$ cat config.mk
export PLATFORM = sky130hd
export DESIGN_NAME = fetch_queue
export DESIGN_NICKNAME = d
export VERILOG_FILES = /design/src/rtl/fetch_queue_pkg.sv /design/src/rtl/fetch_queue_sync_fifo.sv /design/src/rtl/fetch_queue.sv
export SDC_FILE = /design/constraint.sdc
export NUM_CORES = 1
export LEC_CHECK = 0
export CAP_MARGIN = 0
export CORE_AREA = 3 3 204 126
export DETAILED_ROUTE_END_ITERATION = 8
export DIE_AREA = 0 0 207 129
export GPL_ROUTABILITY_DRIVEN = 1
export PLACE_DENSITY = 0.84
export SYNTH_ARGS = -nofsm -noshare
export SYNTH_HDL_FRONTEND = slang
export SYNTH_SLANG_ARGS = --single-unit
$ cat constraint.sdc
create_clock -name clk -period 11.01 [get_ports clk]
set_input_delay 2.7525 -clock clk [delete_from_list [all_inputs] [get_ports clk]]
set_output_delay 2.7525 -clock clk [all_outputs]
set_load 0.005 [all_outputs]
$ cat src/rtl/fetch_queue_pkg.sv
// Shared definitions for the fetch front end: NOP encoding and queue entry width.
package fetch_queue_pkg;

  localparam logic [31:0] NOP_INSTR = 32'h0000_0013;

  // A queue entry carries {pc, instruction}.
  function automatic int fetch_entry_w(input int xlen);
    return 2 * xlen;
  endfunction

endpackage

$ cat src/rtl/fetch_queue_sync_fifo.sv
// Registered FIFO with push/pop/clear, occupancy count and empty/full flags.
module sync_fifo
  import fetch_queue_pkg::*;
#(
  parameter int WIDTH = 64,
  parameter int DEPTH = 4
) (
  input  logic                   clk,
  input  logic                   rst,
  input  logic                   clear,
  input  logic                   push,
  input  logic                   pop,
  input  logic [WIDTH-1:0]       wdata,
  output logic [WIDTH-1:0]       rdata,
  output logic [$clog2(DEPTH):0] count,
  output logic                   empty,
  output logic                   full
);

  localparam int AW = $clog2(DEPTH);
  localparam int CW = AW + 1;

  logic [WIDTH-1:0] storage [DEPTH];
  logic [AW-1:0]    rd_ptr;
  logic [AW-1:0]    wr_ptr;
  logic             do_push;
  logic             do_pop;

  assign empty   = (count == '0);
  assign full    = (count == CW'(DEPTH));
  assign do_pop  = pop && !empty;
  assign do_push = push && (!full || do_pop);
  assign rdata   = storage[rd_ptr];

  // Pointers are AW bits wide, so they wrap modulo DEPTH for free.
  always_ff @(posedge clk) begin
    if (!rst) begin
      rd_ptr <= '0;
      wr_ptr <= '0;
      count  <= '0;
    end else if (clear) begin
      rd_ptr <= '0;
      wr_ptr <= '0;
      count  <= '0;
    end else begin
      if (do_push) wr_ptr <= wr_ptr + AW'(1);
      if (do_pop)  rd_ptr <= rd_ptr + AW'(1);
      count <= count + CW'(do_push) - CW'(do_pop);
    end
  end

  always_ff @(posedge clk) begin
    if (rst && !clear && do_push) storage[wr_ptr] <= wdata;
  end

endmodule

$ cat src/rtl/fetch_queue.sv
// Instruction-fetch front end: in-order requests, PC-tagged response queue,
// and redirect handling that drops responses still in flight.
module fetch_queue
  import fetch_queue_pkg::*;
#(
  parameter int              XLEN     = 32,
  parameter int              DEPTH    = 4,
  parameter logic [XLEN-1:0] RESET_PC = '0
) (
  input  logic            clk,
  input  logic            rst,
  input  logic            redirect,
  input  logic [XLEN-1:0] redirectPc,
  output logic            reqValid,
  input  logic            reqReady,
  output logic [XLEN-1:0] pcOut,
  input  logic            respValid,
  input  logic [XLEN-1:0] instr,
  output logic            deqValid,
  input  logic            deqReady,
  output logic [XLEN-1:0] deqInstr,
  output logic [XLEN-1:0] deqPc
);

  localparam int CW = $clog2(DEPTH) + 1;
  localparam int EW = fetch_entry_w(XLEN);

  logic [XLEN-1:0] fetch_pc;
  logic [XLEN-1:0] resp_pc;
  logic [XLEN-1:0] redirect_base;
  logic [CW-1:0]   inflight;
  logic [CW-1:0]   drop_cnt;
  logic [CW-1:0]   count;
  logic [CW:0]     occupancy;
  logic            req_fire;
  logic            resp_take;
  logic            push;
  logic            pop;
  logic            empty;
  logic            full;
  logic [EW-1:0]   head;

  assign redirect_base = {redirectPc[XLEN-1:2], 2'b00};
  assign occupancy     = {1'b0, count} + {1'b0, inflight};

  assign reqValid  = rst && !redirect && !full && (occupancy < (CW+1)'(DEPTH));
  assign pcOut     = fetch_pc;
  assign req_fire  = reqValid && reqReady;
  assign resp_take = respValid && (inflight != '0);

  // A response that arrives alongside a redirect is stale and never enters the queue.
  assign push = rst && !redirect && resp_take && (drop_cnt == '0);

  assign deqValid = rst && !redirect && !empty;
  assign pop      = deqValid && deqReady;
  assign deqPc    = head[EW-1:XLEN];
  assign deqInstr = deqValid ? head[XLEN-1:0] : XLEN'(NOP_INSTR);

  always_ff @(posedge clk) begin
    if (!rst) begin
      fetch_pc <= RESET_PC;
      resp_pc  <= RESET_PC;
      inflight <= '0;
      drop_cnt <= '0;
    end else if (redirect) begin
      fetch_pc <= redirect_base;
      resp_pc  <= redirect_base;
      inflight <= inflight - CW'(resp_take);
      drop_cnt <= inflight - CW'(resp_take);
    end else begin
      if (req_fire) fetch_pc <= fetch_pc + XLEN'(4);
      inflight <= inflight + CW'(req_fire) - CW'(resp_take);
      if (resp_take) begin
        if (drop_cnt != '0) drop_cnt <= drop_cnt - CW'(1);
        else                resp_pc  <= resp_pc + XLEN'(4);
      end
    end
  end

  sync_fifo #(
    .WIDTH (EW),
    .DEPTH (DEPTH)
  ) u_fifo (
    .clk   (clk),
    .rst   (rst),
    .clear (redirect),
    .push  (push),
    .pop   (pop),
    .wdata ({resp_pc, instr}),
    .rdata (head),
    .count (count),
    .empty (empty),
    .full  (full)
  );

endmodule

==> flow_summary.json, run 1 <==
{
  "status": "completed",
  "ys_ff_latch": 323,
  "period_needed_ps": 8480,
  "numPortBuffers": 161,
  "vias": 7676,
  "start_util": 0.546,
  "arrival_ps": 5730,
  "startpoint": "rst",
  "placed_cell_area_mm2": 0.0151,
  "ir_worst_vdd_mv": 0.127,
  "rsz0062_at_grt": "no",
  "synth.largest_area_cell": "edfxtp_1",
  "routed_wl_um": 27600,
  "post_cts_buffers": 0,
  "synth_area_leaders": "edfxtp_1 57%, dfxtp_1 11%, mux4_2 11%",
  "area.growth.synth_to_final_pct": 21.6,
  "hp-class": "flop to flop",
  "cts_root_buf": "clkbuf_16",
  "slowest_stage": "nor2_2",
  "hold_viol": 0,
  "tightest_slew_ps": 1180,
  "dieArea_mm2": 0.0267,
  "max_cap_violations": 0,
  "worst_setup_path_start_kind": "input port",
  "dp_cells": 1281,
  "synth_top_area_frac": 0.569,
  "std_cell_rows": 44,
  "clock_sinks": 323,
  "grt_max_degree": 87,
  "slew_headroom": 0.214,
  "ys_warn_count": 0,
  "yosysUniqueCellTypes": 51,
  "met1_length_um": 12500,
  "vias_per_cell": 5.76,
  "r2r_start": "u_fifo.count[2]",
  "tns_ps": 0,
  "max_stage_delay_ps": 1010,
  "cts.repair.resized": 0,
  "end_kind": "primary output",
  "dr.max_layer_used": "met5",
  "groute.usage.overall": 0.207,
  "async_reset_ff_frac": 0,
  "netlist_area_mm2": 0.0131,
  "drc": 0,
  "layout_worst_path_cycle_share": 0.770,
  "drt_iter0_drc": 582,
  "layout.cells.non_filler": 1332,
  "ant_nets": 0,
  "drive_gt1_frac": 0.128,
  "crit_chain": "clkdlybuf4s50_1 > buf_4 > nand2b_1 > nor2_2 > and2_1 > clkdlybuf4s50_1",
  "io_pins": 168,
  "p_leak_nw": 5.10,
  "antenna_cells": 0,
  "dpl.hpwl_um": 17900,
  "cts_hold_buf": 0,
  "nNetsFinal": 1078,
  "crit_top_cell": "clkdlybuf4s50_1",
  "n_fill_cell": 1724,
  "htree_levels": 1,
  "chipHeight_um": 129,
  "ys.flop_type": "edfxtp_1",
  "grt-ovfl-total": 0,
  "synthCells": 822,
  "core_area_mm2": 0.0240,
  "antenna_found_initial": 2,
  "cts_buffer_depth": 3,
  "fmax_mhz": 118,
  "finalPower_mw": 2.57,
  "place.gp.congestion": 0.882,
  "critPathKind": "input port to primary output",
  "wl_met3_um": 1980,
  "ys_seq_area_frac": 0.683,
  "cts_tree": "done",
  "p_per_area_mw_per_mm2": 161,
  "avgSynthCellArea_um2": 15.9,
  "min_from": "pcOut[3]",
  "dr.pass1.iters": 7,
  "finClkSkew_ps": 7.05,
  "cp.required_ps": 8260,
  "wl_per_cell_um": 20.7,
  "cts_buffers": 29,
  "path_max_fanout": 41,
  "clk_pin_slew_worst_paths_ps": 60,
  "grt_pass1_vias": 7606,
  "dr_wl_met2_um": 12600,
  "slew_viol_final": 0,
  "synth-edff-count": 248,
  "die_w_um": 207,
  "final_area_mm2": 0.0159,
  "clk-insertion-delay-late_ps": 540,
  "setup_viol": 0,
  "grt_pass1_wl_um": 43400
}
[power breakdown]
part	switching (mW)	total [mW]	internal, mW
clock	0.418	0.944	0.527
combinational	0.116	0.232	0.116
sequential	0.0396	1.40	1.36
[routing by layer]
layer  track usage  up-vias
li1              -     3515
met1         0.301     3894
met2         0.323      224
met3        0.0541       39
met4        0.0379        4
met5             0        -
[cells in the mapped netlist, types with 4 or more instances]
cell type	count
and3_1	6
nor4_4	4
nor4_1	5
inv_1	17
nand2_1	30
and4_1	5
nor2b_1	5
clkbuf_1	27
o21a_1	4
xnor2_1	16
dfxtp_1	75
ha_1	16
or3_1	7
nand3_1	29
buf_4	4
edfxtp_1	248
nor3_1	12
a31oi_1	9
a21oi_1	43
o21ai_0	37
mux4_2	62
and2_1	36
xor2_1	36
buf_2	6
nor2_1	24
nand4_1	18
[path summary, 6_finish.rpt]
kind / endpoint / slack (ps) / cells past startpoint
min: pcOut[3] / 520 / 2
max reg2reg: inflight[2] / 7700 / 12
min reg2reg: pcOut[3] / 520 / 2
max: deqInstr[30] / 2530 / 6
[through the flow]
step / setup WS [ps] / hold WS, ps / util
after detailed placement: 2520 / 518 / 0.627
after CTS: 2520 / 527 / 0.664
after global placement: 2600 / 502 / 0.627
after floorplan: 4520 / 476 / -
after global routing: 2300 / 552 / 0.664
final: 2530 / 524 / 0.664
[placed cells by master, fill, tap and decap left out, drive strengths merged, types with 5 or more instances in the layout]
| cell | n |
|---|---|
| clkbuf | 34 |
| o21ai | 37 |
| or3 | 7 |
| nor2b | 5 |
| buf | 12 |
| nor2 | 24 |
| and2 | 36 |
| clkdlybuf4s50 | 161 |
| xnor2 | 16 |
| nand3 | 29 |
| nand2 | 30 |
| dfxtp | 75 |
| nor3 | 12 |
| and3 | 6 |
| mux4 | 62 |
| inv | 18 |
| xor2 | 36 |
| nor4 | 11 |
| clkinv | 13 |
| a21oi | 43 |
| nand4 | 19 |
| ha | 16 |
| and4 | 5 |
| a31oi | 9 |
| edfxtp | 248 |
[registers in the layout (all words and copies together), names as in the netlist, named ones only]
name / flops
u_fifo.storage: 248
pcOut: 30
resp_pc: 30
drop_cnt: 3
inflight: 3
u_fifo.count: 3
u_fifo.rd_ptr: 2
u_fifo.wr_ptr: 2
[critical path, delay by kind of cell]
family / cells / cell delay [ps]
and+or+nand+nor: 3 / 1650
buffers and inverters: 3 / 1310
[cell type report]
class / count / area [um^2] / share of cell area
Clock buffer: 34 / 744 / 0.0467
Clock inverter: 17 / 130 / 0.00817
Inverter: 18 / 70.1 / 0.00440
Multi-Input combinational cell: 445 / 3930 / 0.247
Sequential cell: 323 / 8950 / 0.562
Tap cell: 322 / 403 / 0.0253
Timing Repair Buffer: 173 / 1700 / 0.107
[kinds of logic (layout without fill, tap and decap cells)]
family	count (synthesis)	count (layout)	synth area share
AO/OA/AOI/OAI	106	106	0.0454
XOR/XNOR	52	52	0.0348
adder cells (fa/ha/maj)	18	18	0.0183
buffers and inverters	57	242	0.0182
flip-flops	323	323	0.683
multiplexers	65	65	0.109
other	1	4	0.000286
AND/OR/NAND/NOR	200	200	0.0908
(Power assumes the default switching activity.)
==> inputs of run 2 (changes only) <==
clock period = 8.8 ns   (was 11.01 ns; I/O delays follow)
==> run 2 against run 1 <==
Clock-buffer cell count grew 8. Register-to-register slack lost 2300 ps. First-iteration DRC count shrank 2.2%. Routed wire length grew 2.2%. Power grew 32%. Sequential power grew 25%. Sequential cell count is the same. Critical path depth grew 1. Non-clock buffer count is the same. Die area is the same. Combinational power grew 27%. Critical endpoint is now deqInstr[19]. Largest power group unchanged.
==> flow_summary.json, run 2 (same netlist as run 1, synthesis figures left out) <==
{
  "status": "completed",
  "drc": 0,
  "p_leak_nw": 5.19,
  "area.growth.synth_to_final_pct": 23.0,
  "power_frac_comb": 0.086,
  "dpl.hpwl_um": 18500,
  "max_stage_delay_ps": 760,
  "arrival_ps": 4960,
  "finClkSkew_ps": 8.18,
  "vias_per_cell": 5.77,
  "layout.cells.non_filler": 1337,
  "drt_iter0_drc": 569,
  "place.gp.congestion": 0.868,
  "hp-class": "flop to flop",
  "place_ws_ps": 1670,
  "cts_root_buf": "clkbuf_16",
  "seqPwrFrac": 0.514,
  "cp.required_ps": 6600,
  "drive_gt1_frac": 0.138,
  "layout.cells.most_common": "edfxtp_1",
  "cts_buffers": 30,
  "routed_wl_um": 28200,
  "critPathKind": "input port to primary output",
  "antenna_found_initial": 0,
  "nNetsFinal": 1079,
  "slowest_stage": "clkdlybuf4s50_1",
  "grt-ovfl-total": 0,
  "hold_depth": 0,
  "die_w_um": 207,
  "htree_levels": 1,
  "core_area_mm2": 0.0240,
  "layout_worst_path_cycle_share": 0.814,
  "largest_reg_flops": 248,
  "min_from": "resp_pc[31]",
  "wl_per_cell_um": 21.1,
  "ir_worst_vdd_mv": 0.197,
  "period_needed_ps": 7160,
  "layout_common_cells": "248 x edfxtp_1, 161 x clkdlybuf4s50_1, 73 x dfxtp_1",
  "r2r-end": "u_fifo.storage[1][34]",
  "power_frac_clock": 0.399,
  "clk_pin_slew_worst_paths_ps": 60,
  "end_kind": "primary output",
  "cts.repair.resized": 0,
  "antenna_cells": 0,
  "r2r_start": "drop_cnt[0]",
  "holdPathEnd": "u_fifo.storage[3][63]",
  "chipHeight_um": 129,
  "clock_sinks": 323,
  "max_cap_violations": 0,
  "grt_max_degree": 87,
  "dp_cells": 1281,
  "grt_pass1_vias": 7639,
  "hold_viol": 0,
  "largest-register": "u_fifo.storage",
  "std_cell_rows": 44,
  "clk-insertion-delay-late_ps": 550,
  "vias": 7716,
  "p_per_area_mw_per_mm2": 211,
  "rsz0062_at_grt": "no",
  "dr.pass1.iters": 5,
  "cts_tree": "done",
  "setup_ws_ps": 1640,
  "ant_nets": 0,
  "worst_setup_path_start_kind": "input port",
  "tns_ps": 0,
  "cts_hold_buf": 0,
  "io_pins": 168,
  "tightest_slew_ps": 982,
  "reg2reg_depth": 6,
  "slew_headroom": 0.339,
  "post_cts_buffers": 0,
  "timing.reg2reg.setup_slack_ps": 5360,
  "groute.usage.overall": 0.210,
  "switchingPower_mw": 0.741,
  "n_fill_cell": 1690,
  "cts_buffer_depth": 3,
  "numPortBuffers": 161,
  "fmax_mhz": 140,
  "start_util": 0.546,
  "crit_chain": "clkdlybuf4s50_1 > buf_4 > nand2b_1 > nor2_2 > buf_4 > and2_1 > clkdlybuf4s50_1",
  "slew_viol_final": 0,
  "grt_pass1_wl_um": 44000,
  "swShare": 0.218,
  "setup_viol": 0,
  "internal_power_mw": 2.66,
  "dieArea_mm2": 0.0267,
  "fin_util": 0.671,
  "path_max_fanout": 33
}
## run 2: worst max path at each step
| stage | startpoint | endpoint | slack (ps) | cells past startpoint |
|---|---|---|---|---|
| 2_1_floorplan | redirect | deqInstr[22] | 3410 | 5 |
| 3_3_place_gp | rst | deqInstr[11] | 1720 | 7 |
| 3_5_place_dp | rst | deqInstr[19] | 1670 | 7 |
| 4_1_cts | rst | deqInstr[19] | 1650 | 7 |
| 5_1_grt | rst | deqInstr[19] | 1460 | 7 |
| 6_report | rst | deqInstr[19] | 1640 | 7 |
## run 2: cell type report
type,instances,area [um^2],share of cell area
multi-input cells,445,3930,0.244
clock inverters,14,176,0.0110
inverters,18,70.1,0.00435
flip-flops and latches,323,8950,0.556
repair buffers,173,1700,0.106
well taps,322,403,0.0250
clock buffers,42,878,0.0545
## run 2: layer usage
metal / share of wire / up-vias / global-route usage
met5: 0 / - / 0
met4: 0.018 / 0 / 0.0431
met3: 0.072 / 41 / 0.0434
met2: 0.46 / 265 / 0.330
met1: 0.45 / 3878 / 0.311
li1: - / 3532 / -
## run 2: critical path: cells and delay by family
family                 cells  cell delay, ps
buffers and inverters      4            1950
and+or+nand+nor            3             780
## run 2: power by group through the flow
stage	sequential [mW]	clock, mW	combinational (mW)
after global placement	1.78	0	0.282
after CTS	1.75	1.38	0.294
after floorplan	1.77	0	0.158
final	1.75	1.36	0.294
after detailed placement	1.78	0	0.290
after global routing	1.75	1.44	0.322
## run 2: stage by stage
step	hold slack (ps)	instance area (um^2)	power, mW
3_5_place_dp	523	15100	2.07
6_report	534	16100	3.40
2_1_floorplan	476	13100	1.92
4_1_cts	535	16100	3.42
5_1_grt	544	16100	3.52
3_3_place_gp	500	15100	2.06
